**config.mk**
```make
export PLATFORM = sky130hd
export DESIGN_NAME = avalon_frame_reader
export DESIGN_NICKNAME = d
export VERILOG_FILES = /design/src/rtl/avalon_frame_pkg.sv /design/src/rtl/sync_fifo_fwft.sv /design/src/rtl/avalon_frame_reader.sv
export SDC_FILE = /design/constraint.sdc
export NUM_CORES = 1
export LEC_CHECK = 0
export BUFFER_PORTS_ARGS = -buffer_cell sky130_fd_sc_hd__buf_2
export CORE_ASPECT_RATIO = 1.5
export CORE_MARGIN = 2
export CORE_UTILIZATION = 35
export DETAILED_ROUTE_END_ITERATION = 8
export PLACE_DENSITY = 0.61
export SYNTH_ARGS = -nofsm -noshare
export SYNTH_HDL_FRONTEND = slang
export SYNTH_SLANG_ARGS = --single-unit
```
**constraint.sdc**
```tcl
create_clock -name iCLK -period 3.58 [get_ports iCLK]
set_input_delay 0.716 -clock iCLK [delete_from_list [all_inputs] [get_ports iCLK]]
set_output_delay 0.716 -clock iCLK [all_outputs]
set_load 0.05 [all_outputs]
```
**src/rtl/avalon_frame_pkg.sv**
```systemverilog
// Shared definitions for the LPDDR2 frame read/write masters: FSM states,
// default frame geometry and the frame word-count helper.
package avalon_frame_pkg;

  typedef enum logic [1:0] {
    IDLE  = 2'd0,
    READ  = 2'd1,
    DRAIN = 2'd2,
    DONE  = 2'd3
  } state_t;

  localparam int DEF_H_ACTIVE  = 1920;
  localparam int DEF_V_ACTIVE  = 1080;
  localparam int DEF_BASE_ADDR = 0;

  function automatic int frame_words(input int h_active, input int v_active);
    return h_active * v_active;
  endfunction

endpackage

```
**src/rtl/sync_fifo_fwft.sv**
```systemverilog
// Single-clock first-word-fall-through FIFO; head word is on dout whenever
// empty is low. DEPTH must be a power of 2.
module sync_fifo_fwft #(
  parameter int WIDTH = 24,
  parameter int DEPTH = 16
) (
  input  logic                       clk,
  input  logic                       rst,
  input  logic                       push,
  input  logic                       pop,
  input  logic [WIDTH-1:0]           din,
  output logic [WIDTH-1:0]           dout,
  output logic                       empty,
  output logic [$clog2(DEPTH+1)-1:0] count
);

  localparam int PTR_W = (DEPTH > 1) ? $clog2(DEPTH) : 1;
  localparam int CNT_W = $clog2(DEPTH + 1);

  logic [WIDTH-1:0] mem [DEPTH];
  logic [PTR_W-1:0] wr_ptr_q;
  logic [PTR_W-1:0] rd_ptr_q;
  logic [CNT_W-1:0] count_q;
  logic             do_push;
  logic             do_pop;

  assign empty   = (count_q == '0);
  assign do_pop  = pop && !empty;
  assign do_push = push && (count_q != CNT_W'(DEPTH));
  assign dout    = mem[rd_ptr_q];
  assign count   = count_q;

  // Storage carries data only, so it is left out of reset.
  always_ff @(posedge clk) begin
    if (do_push) mem[wr_ptr_q] <= din;
  end

  always_ff @(posedge clk) begin
    if (rst) begin
      wr_ptr_q <= '0;
      rd_ptr_q <= '0;
      count_q  <= '0;
    end else begin
      if (do_push) wr_ptr_q <= wr_ptr_q + PTR_W'(1);
      if (do_pop)  rd_ptr_q <= rd_ptr_q + PTR_W'(1);
      count_q <= count_q + CNT_W'(do_push) - CNT_W'(do_pop);
    end
  end

endmodule

```
**src/rtl/avalon_frame_reader.sv**
```systemverilog
// Avalon-MM read master fetching one frame from LPDDR2 and streaming it as
// pixels with SOF/EOL. Define AVALON_FRAME_READER_LOOP_EN for continuous frames.
module avalon_frame_reader
  import avalon_frame_pkg::*;
#(
  parameter int ADDR_W          = 27,
  parameter int DATA_W          = 32,
  parameter int H_ACTIVE        = DEF_H_ACTIVE,
  parameter int V_ACTIVE        = DEF_V_ACTIVE,
  parameter int BASE_ADDR       = DEF_BASE_ADDR,
  parameter int MAX_OUTSTANDING = 8,
  parameter int FIFO_DEPTH      = 16
) (
  input  logic              iCLK,
  input  logic              iRST,
  input  logic              iSTART,
  input  logic              local_init_done,
  input  logic              avl_waitrequest_n,
  output logic [ADDR_W-1:0] avl_address,
  output logic              avl_read,
  output logic              avl_burstbegin,
  input  logic [DATA_W-1:0] avl_readdata,
  input  logic              avl_readdatavalid,
  output logic [23:0]       pix_data,
  output logic              pix_valid,
  input  logic              pix_ready,
  output logic              pix_sof,
  output logic              pix_eol,
  output logic              busy,
  output logic              frame_done,
  output logic [1:0]        c_state
);

  localparam int FRAME_WORDS = frame_words(H_ACTIVE, V_ACTIVE);
  localparam int COL_W       = (H_ACTIVE > 1) ? $clog2(H_ACTIVE) : 1;
  localparam int ROW_W       = (V_ACTIVE > 1) ? $clog2(V_ACTIVE) : 1;
  localparam int CNT_W       = $clog2(FIFO_DEPTH + 1);

  localparam logic [ADDR_W-1:0] FIRST_ADDR = ADDR_W'(BASE_ADDR);
  localparam logic [ADDR_W-1:0] LAST_ADDR  = ADDR_W'(BASE_ADDR + FRAME_WORDS - 1);
  localparam logic [COL_W-1:0]  COL_LAST   = COL_W'(H_ACTIVE - 1);
  localparam logic [ROW_W-1:0]  ROW_LAST   = ROW_W'(V_ACTIVE - 1);
  localparam logic [CNT_W:0]    DEPTH_LIM  = (CNT_W + 1)'(FIFO_DEPTH);
  localparam logic [CNT_W-1:0]  OUT_LIM    = CNT_W'(MAX_OUTSTANDING);

  state_t            state_q, state_d;
  logic              read_q, read_d;
  logic [ADDR_W-1:0] addr_q, addr_d;
  logic [CNT_W-1:0]  out_q, out_d;
  logic [COL_W-1:0]  col_q;
  logic [ROW_W-1:0]  row_q;

  logic              accept;
  logic              push;
  logic              pop;
  logic              last_pop;
  logic              credit;
  logic              fifo_empty;
  logic [CNT_W-1:0]  fifo_count;
  logic [CNT_W-1:0]  fifo_count_d;
  logic              unused_hi;

  assign unused_hi = ^avl_readdata[DATA_W-1:24];

  assign accept   = read_q && avl_waitrequest_n;
  assign push     = avl_readdatavalid && (state_q != IDLE) && (out_q != '0);
  assign pop      = !fifo_empty && pix_ready;
  assign last_pop = pop && (col_q == COL_LAST) && (row_q == ROW_LAST);

  // Credit is judged on the occupancy the next cycle will see, so accepts can
  // run back-to-back without overrunning the FIFO.
  assign out_d        = out_q + CNT_W'(accept) - CNT_W'(push);
  assign fifo_count_d = fifo_count + CNT_W'(push) - CNT_W'(pop);
  assign credit       = (({1'b0, out_d} + {1'b0, fifo_count_d}) < DEPTH_LIM) &&
                        (out_d < OUT_LIM);

  sync_fifo_fwft #(
    .WIDTH (24),
    .DEPTH (FIFO_DEPTH)
  ) u_fifo (
    .clk   (iCLK),
    .rst   (iRST),
    .push  (push),
    .pop   (pop),
    .din   (avl_readdata[23:0]),
    .dout  (pix_data),
    .empty (fifo_empty),
    .count (fifo_count)
  );

  always_comb begin
    state_d = state_q;
    read_d  = read_q;
    addr_d  = addr_q;
    if (accept) addr_d = addr_q + ADDR_W'(1);
    unique case (state_q)
      IDLE: begin
        if (iSTART && local_init_done) begin
          state_d = READ;
          read_d  = 1'b1;
          addr_d  = FIRST_ADDR;
        end
      end
      READ: begin
        if (accept && (addr_q == LAST_ADDR)) begin
          state_d = DRAIN;
          read_d  = 1'b0;
        end else if (!read_q || accept) begin
          // A command already on the bus is never withdrawn.
          read_d = credit;
        end
      end
      DRAIN: begin
        if (last_pop) state_d = DONE;
      end
      DONE: begin
`ifdef AVALON_FRAME_READER_LOOP_EN
        if (local_init_done) begin
          state_d = READ;
          read_d  = 1'b1;
          addr_d  = FIRST_ADDR;
        end else begin
          state_d = IDLE;
        end
`else
        state_d = IDLE;
`endif
      end
      default: state_d = IDLE;
    endcase
  end

  always_ff @(posedge iCLK) begin
    if (iRST) begin
      state_q <= IDLE;
      read_q  <= 1'b0;
      addr_q  <= FIRST_ADDR;
      out_q   <= '0;
      col_q   <= '0;
      row_q   <= '0;
    end else begin
      state_q <= state_d;
      read_q  <= read_d;
      addr_q  <= addr_d;
      out_q   <= out_d;
      if (pop) begin
        if (col_q == COL_LAST) begin
          col_q <= '0;
          row_q <= (row_q == ROW_LAST) ? '0 : row_q + ROW_W'(1);
        end else begin
          col_q <= col_q + COL_W'(1);
        end
      end
    end
  end

  assign avl_read       = read_q;
  assign avl_burstbegin = read_q;
  assign avl_address    = addr_q;
  assign pix_valid      = !fifo_empty;
  assign pix_sof        = !fifo_empty && (col_q == '0) && (row_q == '0);
  assign pix_eol        = !fifo_empty && (col_q == COL_LAST);
  assign busy           = (state_q != IDLE);
  assign frame_done     = (state_q == DONE);
  assign c_state        = state_q;

endmodule

```
==> results of run 1 <==
## cells in the final DEF (no fill, tap or decap), types with 8 or more instances in the layout
cell type / n
a21oi_1: 18
and3_1: 9
buf_12: 14
buf_2: 90
buf_4: 22
clkbuf_1: 8
clkbuf_16: 45
clkinv_2: 9
dfxtp_1: 70
edfxtp_1: 384
ha_1: 31
inv_1: 31
mux4_2: 120
nand2_1: 28
nand3_1: 12
nand4_1: 17
nor2_1: 66
nor2_4: 12
nor3_1: 13
nor4_1: 10
o21ai_0: 12
xnor2_1: 26
xor2_1: 28
## per-layer routing
| layer | vias to the layer above | track usage |
|---|---|---|
| met4 | 6 | 0.0502 |
| met5 | - | 0 |
| met2 | 221 | 0.266 |
| li1 | 4212 | - |
| met3 | 70 | 0.0232 |
| met1 | 4961 | 0.170 |
## through the flow
step | total power (uW) | utilization | std cells
after global placement | 9710 | 0.388 | 1760
after CTS | 14500 | 0.416 | 1840
after global routing | 15000 | 0.417 | 1842
final | 14300 | 0.417 | 1843
after floorplan | 8880 | - | 1008
after detailed placement | 9730 | 0.388 | 1760
## final timing paths
check                       endpoint  slack, ps              from
setup / recovery        pix_data[22]        220         flip-flop
hold / removal    u_fifo.mem[12][18]        510  avl_readdata[18]
setup reg to reg      avl_burstbegin        300          out_q[2]
hold reg to reg            col_q[10]        520         col_q[10]
## cell families after synthesis
family	share of synthesized area
flops	0.709
fa+ha+maj	0.0244
xor+xnor	0.0258
compound gates	0.0134
simple gates	0.0594
buf+inv	0.0175
mux	0.150
## final cells by class
| cell class | count | area [um2] | share of cell area |
|---|---|---|---|
| Multi-Input combinational cell | 469 | 5170 | 0.240 |
| Clock inverter | 27 | 323 | 0.0150 |
| Antenna cell | 2 | 5.00 | 0.000232 |
| Clock buffer | 53 | 1160 | 0.0537 |
| Inverter | 32 | 120 | 0.00558 |
| Sequential cell | 458 | 13000 | 0.605 |
| Timing Repair Buffer | 126 | 896 | 0.0416 |
| Tap cell | 676 | 846 | 0.0393 |
## cells in the mapped netlist (all sizes together), types with 17 or more instances
cell type	count
clkbuf	35
mux4	120
nor3	17
ha	31
xnor2	26
xor2	28
nor2	78
dfxtp	74
inv	32
nand4	17
nand2	28
a21oi	19
edfxtp	384
## power groups by stage
| stage | clock network [uW] | registers [uW] | logic, uW |
|---|---|---|---|
| 6_report | 4740 | 6030 | 3540 |
| 5_1_grt | 5040 | 6050 | 3890 |
| 4_1_cts | 4870 | 6030 | 3600 |
| 3_5_place_dp | 0 | 6150 | 3580 |
| 3_3_place_gp | 0 | 6140 | 3570 |
| 2_1_floorplan | 0 | 6160 | 2720 |
## timing repair
item	in CTS	in global routing
setup buffers	0	1
endpoints found under the setup margin	0	1
gates resized for setup	0	3
## state kept, by name, indices dropped and copies added, names as in the netlist, named ones only
| register | flops |
|---|---|
| u_fifo.mem | 384 |
| avl_address | 27 |
| col_q | 11 |
| row_q | 11 |
| out_q | 5 |
| u_fifo.count | 5 |
| u_fifo.rd_ptr_q | 4 |
| u_fifo.wr_ptr_q | 4 |
| c_state | 2 |
| avl_burstbegin | 1 |
## critical path, delay by kind of cell, from the launching register on
kind / cells / cell delay [ps]
muxes: 2 / 1110
buffers and inverters: 2 / 580
DFF: 1 / 380
==> results.md, run 1 <==
* Largest net degree at the start of global routing at 46
* Largest area contributor in the netlist: edfxtp_1
* Via count at 9470
* Power per cell area at 665 nW/um2
* Area post-placement at 20000 um2
* Main synth FF type: edfxtp_1
* Critical Path AT at 2640 ps
* Hold/Removal Path Class: input pin to flip-flop
* Post-synth top area share at 0.629
* Startpoint class of the critical path: flip-flop
* Hold depth at 1
* Internal power at 10200 uW
* Pre-CTS WS at 115 ps
* Root buffer cell: clkbuf_16
* Reg clk slew, reported paths at 60 ps
* Drt initial violations at 553
* 1st-pass router iterations at 5
* Fillers at 4597
* Sequential power share at 0.421
* CP Class: flip-flop to output port
* DR WL met3 at 1840 um
* Post-Syn Area per Cell at 18.2 um2
* Max transition margin at 0.543
* Sw Pwr at 4140 uW
* Post-synth EDFFs at 384
* # clock sinks at 458
* CTS Buf Count at 45
* Fin worst setup slack at 220 ps
* DR top layer: met5
* Vias in the first global route at 9943
* Max-Cap Viols at 0
* Worst hold margin at 507 ps
* Pin slew with the least headroom to its limit at 677 ps
* Mapped Area at 18300 um2
* CP max FO at 45
* Worst-Skew Late Latency at 580 ps
* FF-to-FF path depth at 17
* Setup violations, final at 0
* Pleak at 0.00695 uW
* Post-route ant nets at 0
* Slew Viols, Final at 0
* Share of cells above drive strength 1 at 0.299
* Crit-path cells: buf_12 > mux4_2 > mux4_2 > buf_2
* Initial antenna violation count at 4
* DP HPWL at 22500 um
* Peak supply drop at 470 uV
* Most frequent CP cell: mux4_2
* Post-synth ARST share at 0
* Wire length per cell at 21.1 um
* Final Cycle Share at 0.938
* Setup TNS at 0 ps
* Fin crit period at 3360 ps
* Fmax at 298 MHz
* Global-route wire length before repair at 59400 um
* Sequential area share after synthesis at 0.709
* H-tree depth at 2
* Worst path slowest cell: mux4_2
* Final non-filler cell area at 21500 um2
* NumNets Final at 1205
* Area Overhead vs Synth at 17.4%
* Gr ovfl total at 0
* Synth Net Count at 1081
* Post-Route WL at 38900 um
* Synth cell types at 46
* Worst Setup End Kind: output port
* Unrepaired setup endpoints after global routing: no
* Final-report hold violation count at 0
* Routability congestion estimate at 0.744
* GRT Total Usage at 0.145
* Die width at 191 um
* Clk buf depth at 3
* WL met2 at 20900 um
* Combinational Power Share at 0.247
* Vias per inst at 5.14
* Die Area at 54300 um2
* Status: finished, final reports clean
* Sw Ratio at 0.289
* Clk_skew at 25.7 ps
* TritonCTS clock tree: yes
* Die span in y at 284 um
* Number of port buffers at 90
* Clock share of power at 0.331
* Top cells by area, synth: edfxtp_1 (63%), mux4_2 (15%), dfxtp_1 (8.1%)
* Met1 WL at 15000 um
* Row count at 102
* Remaining DRCs at 0
* Initial Util at 0.355
* Number of warnings issued by yosys at 0
* Worst EP required at 2860 ps
* I/O pins at 99
* Register bit total from synthesis at 458
* Hold_buf cts at 0
* Mapped Cells at 1008
* Core area at 51700 um2
* Critical Path Max Stage Delay at 570 ps
No activity file was read; power rests on OpenSTA's default activity.
==> inputs of run 2 (changes only) <==
--- a/config.mk
+++ b/config.mk
@@ -5,6 +5,7 @@
 export SDC_FILE = /design/constraint.sdc
 export NUM_CORES = 1
 export LEC_CHECK = 0
+export ABC_AREA = 1
 export BUFFER_PORTS_ARGS = -buffer_cell sky130_fd_sc_hd__buf_2
 export CORE_ASPECT_RATIO = 1.5
 export CORE_MARGIN = 2
==> run 2 against run 1 <==
Critical path depth up 2. Global-route usage rose by 1.0 points. Sequential share of layout area decreased by 2.8 points. Die area is 6.7% higher. Highest routed layer unchanged. Worst hold slack got worse by 41 ps. Clock power is essentially flat. Wire length is 15% higher. Core utilization decreased by 1.0 points. Critical endpoint is now pix_data[13]. Critical path type unchanged. Non-clock buffer count increased by 3. Maximum frequency increased by 1.9%. Setup slack improved by 62 ps.
==> results.md, run 2 <==
* Ant diodes at 0
* GRT Total Usage at 0.155
* Largest net degree at the start of global routing at 87
* Largest area contributor in the netlist: edfxtp_1
* Number of warnings issued by yosys at 0
* Tot Pwr at 14800 uW
* Synth cell types at 45
* Unrepaired setup endpoints after global routing: no
* Post-synth ARST share at 0
* Synth Net Count at 1712
* Remaining DRCs at 0
* CTS Buf Count at 45
* Critical Path Max Stage Delay at 600 ps
* Max reg flops at 384
* Clk buf depth at 3
* Pin slew with the least headroom to its limit at 642 ps
* Max-Cap Viols at 0
* Post-synth top area share at 0.588
* Reg with most FFs: u_fifo.mem
* DP HPWL at 26600 um
* Root buffer cell: clkbuf_16
* Vias per inst at 5.07
* Die width at 197 um
* Fmax at 303 MHz
* # clock sinks at 458
* NumNets Final at 1810
* Core area at 55600 um2
* Hold/Removal Path Class: flip-flop to flip-flop
* Mapped Area at 19600 um2
* TritonCTS clock tree: yes
* Max transition margin at 0.571
* Fin crit period at 3300 ps
* Number of port buffers at 90
* Initial antenna violation count at 2
* Gr ovfl total at 0
* Post-synth EDFFs at 384
* Main synth FF type: edfxtp_1
* Via count at 12500
* Synth cell count leaders: edfxtp_1 (384), inv_1 (194), a21oi_1 (144), o21ai_0 (141), nand2_1 (135)
* Reg clk slew, reported paths at 60 ps
* Worst EP required at 2860 ps
* Post-Route WL at 44900 um
* Final-report hold violation count at 0
* Slew Viols, Final at 0
* Die Area at 57900 um2
* Share of cells above drive strength 1 at 0.135
* Drt initial violations at 720
* Global-route wire length before repair at 69600 um
* Clk_skew at 24.1 ps
* Critical Path AT at 2580 ps
* CP Class: flip-flop to output port
* Row count at 106
* Most frequent cells in the layout: edfxtp_1 (384), inv_1 (193), a21oi_1 (144), o21ai_0 (141), nand2_1 (135)
* Crit-path cells: buf_4 > mux2i_1 > o21ai_0 > o211ai_1 > nand2_1 > buf_2
* Power per cell area at 656 nW/um2
* Worst Setup End Kind: output port
* CP max FO at 42
* Top cells by area, synth: edfxtp_1 (59%), dfxtp_1 (7.6%), mux2i_1 (4.9%)
* Startpoint class of the critical path: flip-flop
* Post-Syn Area per Cell at 12.0 um2
* I/O pins at 99
* Setup TNS at 0 ps
* 1st-pass router iterations at 5
* Initial Util at 0.353
* Post-route ant nets at 0
* Die span in y at 294 um
* Wire length per cell at 18.1 um
* Final Cycle Share at 0.921
* Setup violations, final at 0
* Register bit total from synthesis at 458
* Worst path slowest cell: dfxtp_4
* Vias in the first global route at 12300
* Most common cell after layout, fill and taps aside: edfxtp_1
* Status: finished, final reports clean
* Mapped Cells at 1639
* Peak supply drop at 531 uV
* Sequential area share after synthesis at 0.664
* Area Overhead vs Synth at 15.3%
* Pleak at 0.00795 uW
* Most used standard cell by instance count after synthesis: edfxtp_1
* Worst-Skew Late Latency at 580 ps
* H-tree depth at 2
* Routability congestion estimate at 0.856
run 2: changes by cell type after synthesis, moves of 17 or more:
cell,before,now
o211ai_1,0,96
o21ai_0,12,141
a21oi_1,19,144
nor2_1,78,103
mux4_2,120,0
xnor2_1,26,5
inv_1,32,194
mux2i_1,5,96
xor2_1,28,11
nand3_1,12,74
nand2_1,28,135
run 2: area by class of cell:
class	count	area [um2]
clock buffers	54	1180
clock inverters	29	298
fillers	5180	33000
inverters	197	739
multi-input cells	906	5540
flip-flops and latches	458	13000
well taps	702	878
repair buffers	129	948
run 2: worst max-delay path, delay by kind of cell, from the launching register on:
family	cells	cell delay, ps
simple gates	1	100
mux	1	250
flops	1	600
compound gates	2	330
buf+inv	2	720
run 2: final timing paths:
path	startpoint	to	slack, ps	depth (start not counted)
hold / removal	row_q[9]	row_q[9]	470	2
setup / recovery	flip-flop	pix_data[13]	280	6
hold reg to reg	row_q[9]	row_q[9]	470	2
setup reg to reg	c_state[0]	avl_burstbegin	300	16
run 2: logic make-up (layout without fill, tap and decap cells):
| logic type | Yosys count | in the layout | share of synthesized area |
|---|---|---|---|
| AOI/OAI and AO/OA | 388 | 388 | 0.112 |
| xor gates and xnor gates | 16 | 16 | 0.00715 |
| adders and majority gates | 34 | 34 | 0.0229 |
| buffers and inverters | 275 | 409 | 0.0605 |
| DFF | 458 | 458 | 0.664 |
| muxes | 96 | 96 | 0.0490 |
| and+or+nand+nor | 372 | 372 | 0.0845 |
run 2: power breakdown:
part | internal [uW] | total [uW] | switching, uW
Sequential | 5960 | 6150 | 188
Clock | 2680 | 4740 | 2050
Combinational | 1360 | 3940 | 2580
Total | 10000 | 14800 | 4830
run 2: what timing repair did:
item,in CTS,in global routing
resized for setup,0,2
setup endpoints to repair,0,1
buffers inserted,0,0
hold buffers,0,0
run 2: through the flow:
stage | setup slack, ps | hold WS (ps) | util | area, um2 | std cells
finish | 282 | 466 | 0.407 | 22600 | 2475
floorplan | 21.7 | 436 | - | 19600 | 1639
CTS | 184 | 472 | 0.407 | 22600 | 2475
global placement | 109 | 455 | 0.380 | 21100 | 2392
detailed placement | 124 | 463 | 0.380 | 21100 | 2392
global route | 12.7 | 499 | 0.407 | 22600 | 2475
run 2: layer usage:
metal	vias up	global-route usage	wire [um]
li1	6053	-	-
met1	6117	0.183	18000
met2	283	0.284	23500
met3	83	0.0275	2090
met4	4	0.0508	1260
met5	-	0	24
==> inputs of run 3 (changes only) <==
--- a/config.mk
+++ b/config.mk
@@ -11,7 +11,9 @@
 export CORE_MARGIN = 2
 export CORE_UTILIZATION = 35
 export DETAILED_ROUTE_END_ITERATION = 8
+export MAX_ROUTING_LAYER = met4
 export PLACE_DENSITY = 0.61
+export SLEW_MARGIN = 40
 export SYNTH_ARGS = -nofsm -noshare
 export SYNTH_HDL_FRONTEND = slang
 export SYNTH_SLANG_ARGS = --single-unit
==> run 3 against run 2 <==
Die area unchanged. First-iteration DRC count grew 4.9%. Setup slack improved by 2.1 ps. Clock skew is essentially flat. Core utilization hardly changed. Clock-buffer cell count stayed put. Cell area hardly changed. Wire length hardly changed. Total power about the same. Final cell count up 0.12%. Non-clock buffer count did not move.
==> results.md, run 3 (synthesized netlist as in run 2, its figures left out) <==
* Die width at 197 um
* Fmax at 303 MHz
* NumNets Final at 1810
* Post-Route WL at 44900 um
* Global-route wire length before repair at 69600 um
* Final non-filler cell area at 22600 um2
* Status: finished, final reports clean
* Hold_buf cts at 0
* # clock sinks at 458
* Clk buf depth at 3
* Setup slack, reg-to-reg at 300 ps
* Drt initial violations at 755
* Gr ovfl total at 0
* Clk_skew at 24.4 ps
* Initial antenna violation count at 2
* Final Non-Filler Cells at 2478
* Critical Path AT at 2580 ps
* Slew Viols, Final at 0
* Largest net degree at the start of global routing at 87
* 1st-pass router iterations at 5
* Root buffer cell: clkbuf_16
* Pre-CTS WS at 124 ps
* Worst EP required at 2860 ps
* Worst-Skew Late Latency at 580 ps
* H-tree depth at 2
* Max-Cap Viols at 0
* Die span in y at 294 um
* Postcts setup bufs at 0
* I/O pins at 99
* Initial Util at 0.353
* DP Cell Count at 2392
* Setup violations, final at 0
* Final Cycle Share at 0.921
* Worst Setup End Kind: output port
* Die Area at 57900 um2
* TritonCTS clock tree: yes
* Max transition margin at 0.567
* Most frequent cells in the layout: edfxtp_1 (384), inv_1 (193), a21oi_1 (144), o21ai_0 (141), nand2_1 (135)
* Peak supply drop at 530 uV
* Wire length per cell at 18.1 um
* Fin worst setup slack at 284 ps
* Startpoint class of the critical path: flip-flop
* Area Overhead vs Synth at 15.4%
* Max reg flops at 384
* Fin crit period at 3300 ps
* Hold/Removal Path Class: flip-flop to flip-flop
* Final-report hold violation count at 0
* Reg with most FFs: u_fifo.mem
* Core area at 55600 um2
* Pin slew with the least headroom to its limit at 650 ps
* Area post-placement at 21100 um2
* Share of cells above drive strength 1 at 0.135
* Remaining DRCs at 0
* Reg clk slew, reported paths at 60 ps
* Internal power at 10000 uW
* Number of port buffers at 90
* Vias per inst at 5.04
* Post-route ant nets at 0
* Pleak at 0.00795 uW
* Sw Pwr at 4820 uW
* CTS resizes at 0
* Sequential power share at 0.415
* CTS Buf Count at 45
* Sw Ratio at 0.325
* Combinational Power Share at 0.266
* Most common cell after layout, fill and taps aside: edfxtp_1
* DP HPWL at 26600 um
* CP max FO at 42
* Power per cell area at 656 nW/um2
* CP Class: flip-flop to output port
* Via count at 12500
* Clock share of power at 0.319
* Fillers at 5179
* Routability congestion estimate at 0.869
* Unrepaired setup endpoints after global routing: no
* GRT Total Usage at 0.160
* Row count at 106
* Vias in the first global route at 12400
* Setup TNS at 0 ps
run 3: cell count changes in the layout (fill, tap and decap cells not counted), sizes merged:
cell	before	now
diode	0	3
run 3: power groups by stage:
stage,Combinational [uW],Sequential (uW),Clock [uW]
2_1_floorplan,2930,6210,0
5_1_grt,4380,6180,5050
3_5_place_dp,3960,6260,0
3_3_place_gp,3940,6250,0
6_report,3940,6150,4730
4_1_cts,3980,6150,4850
run 3: cell type report:
type	count	area [um2]	share of cell area
clock buffer	54	1180	0.0522
clock inverter	29	298	0.0132
sequential	458	13000	0.576
antenna	3	7.51	0.000332
inverter	197	739	0.0327
multi-input combinational	906	5540	0.245
tap	702	878	0.0388
timing repair buffer	129	948	0.0419
run 3: path summary, 6_finish.rpt:
kind	from	end	cells past startpoint
min reg2reg	row_q[9]	row_q[9]	2
min	row_q[9]	row_q[9]	2
max reg2reg	c_state[0]	avl_burstbegin	16
max	flip-flop	pix_data[13]	6
run 3: metrics by stage:
stage          hold WS (ps)   util  power (uW)
5_1_grt                 498  0.407       15600
2_1_floorplan           436      -        9140
6_report                466  0.407       14800
3_5_place_dp            463  0.380       10200
4_1_cts                 472  0.407       15000
3_3_place_gp            455  0.380       10200
run 3: layer usage:
layer / vias up / GRT usage / wire length (um)
li1: 6055 / - / -
met1: 6083 / 0.185 / 18300
met2: 279 / 0.284 / 23400
met3: 80 / 0.0252 / 1970
met4: 0 / 0.0508 / 1230
met5: - / - / 0
run 3: critical path, stage by stage (launching register included):
cell	delay, ps
dfxtp_4	600
buf_4	490
mux2i_1	250
o21ai_0	100
o211ai_1	220
nand2_1	110
buf_2	230
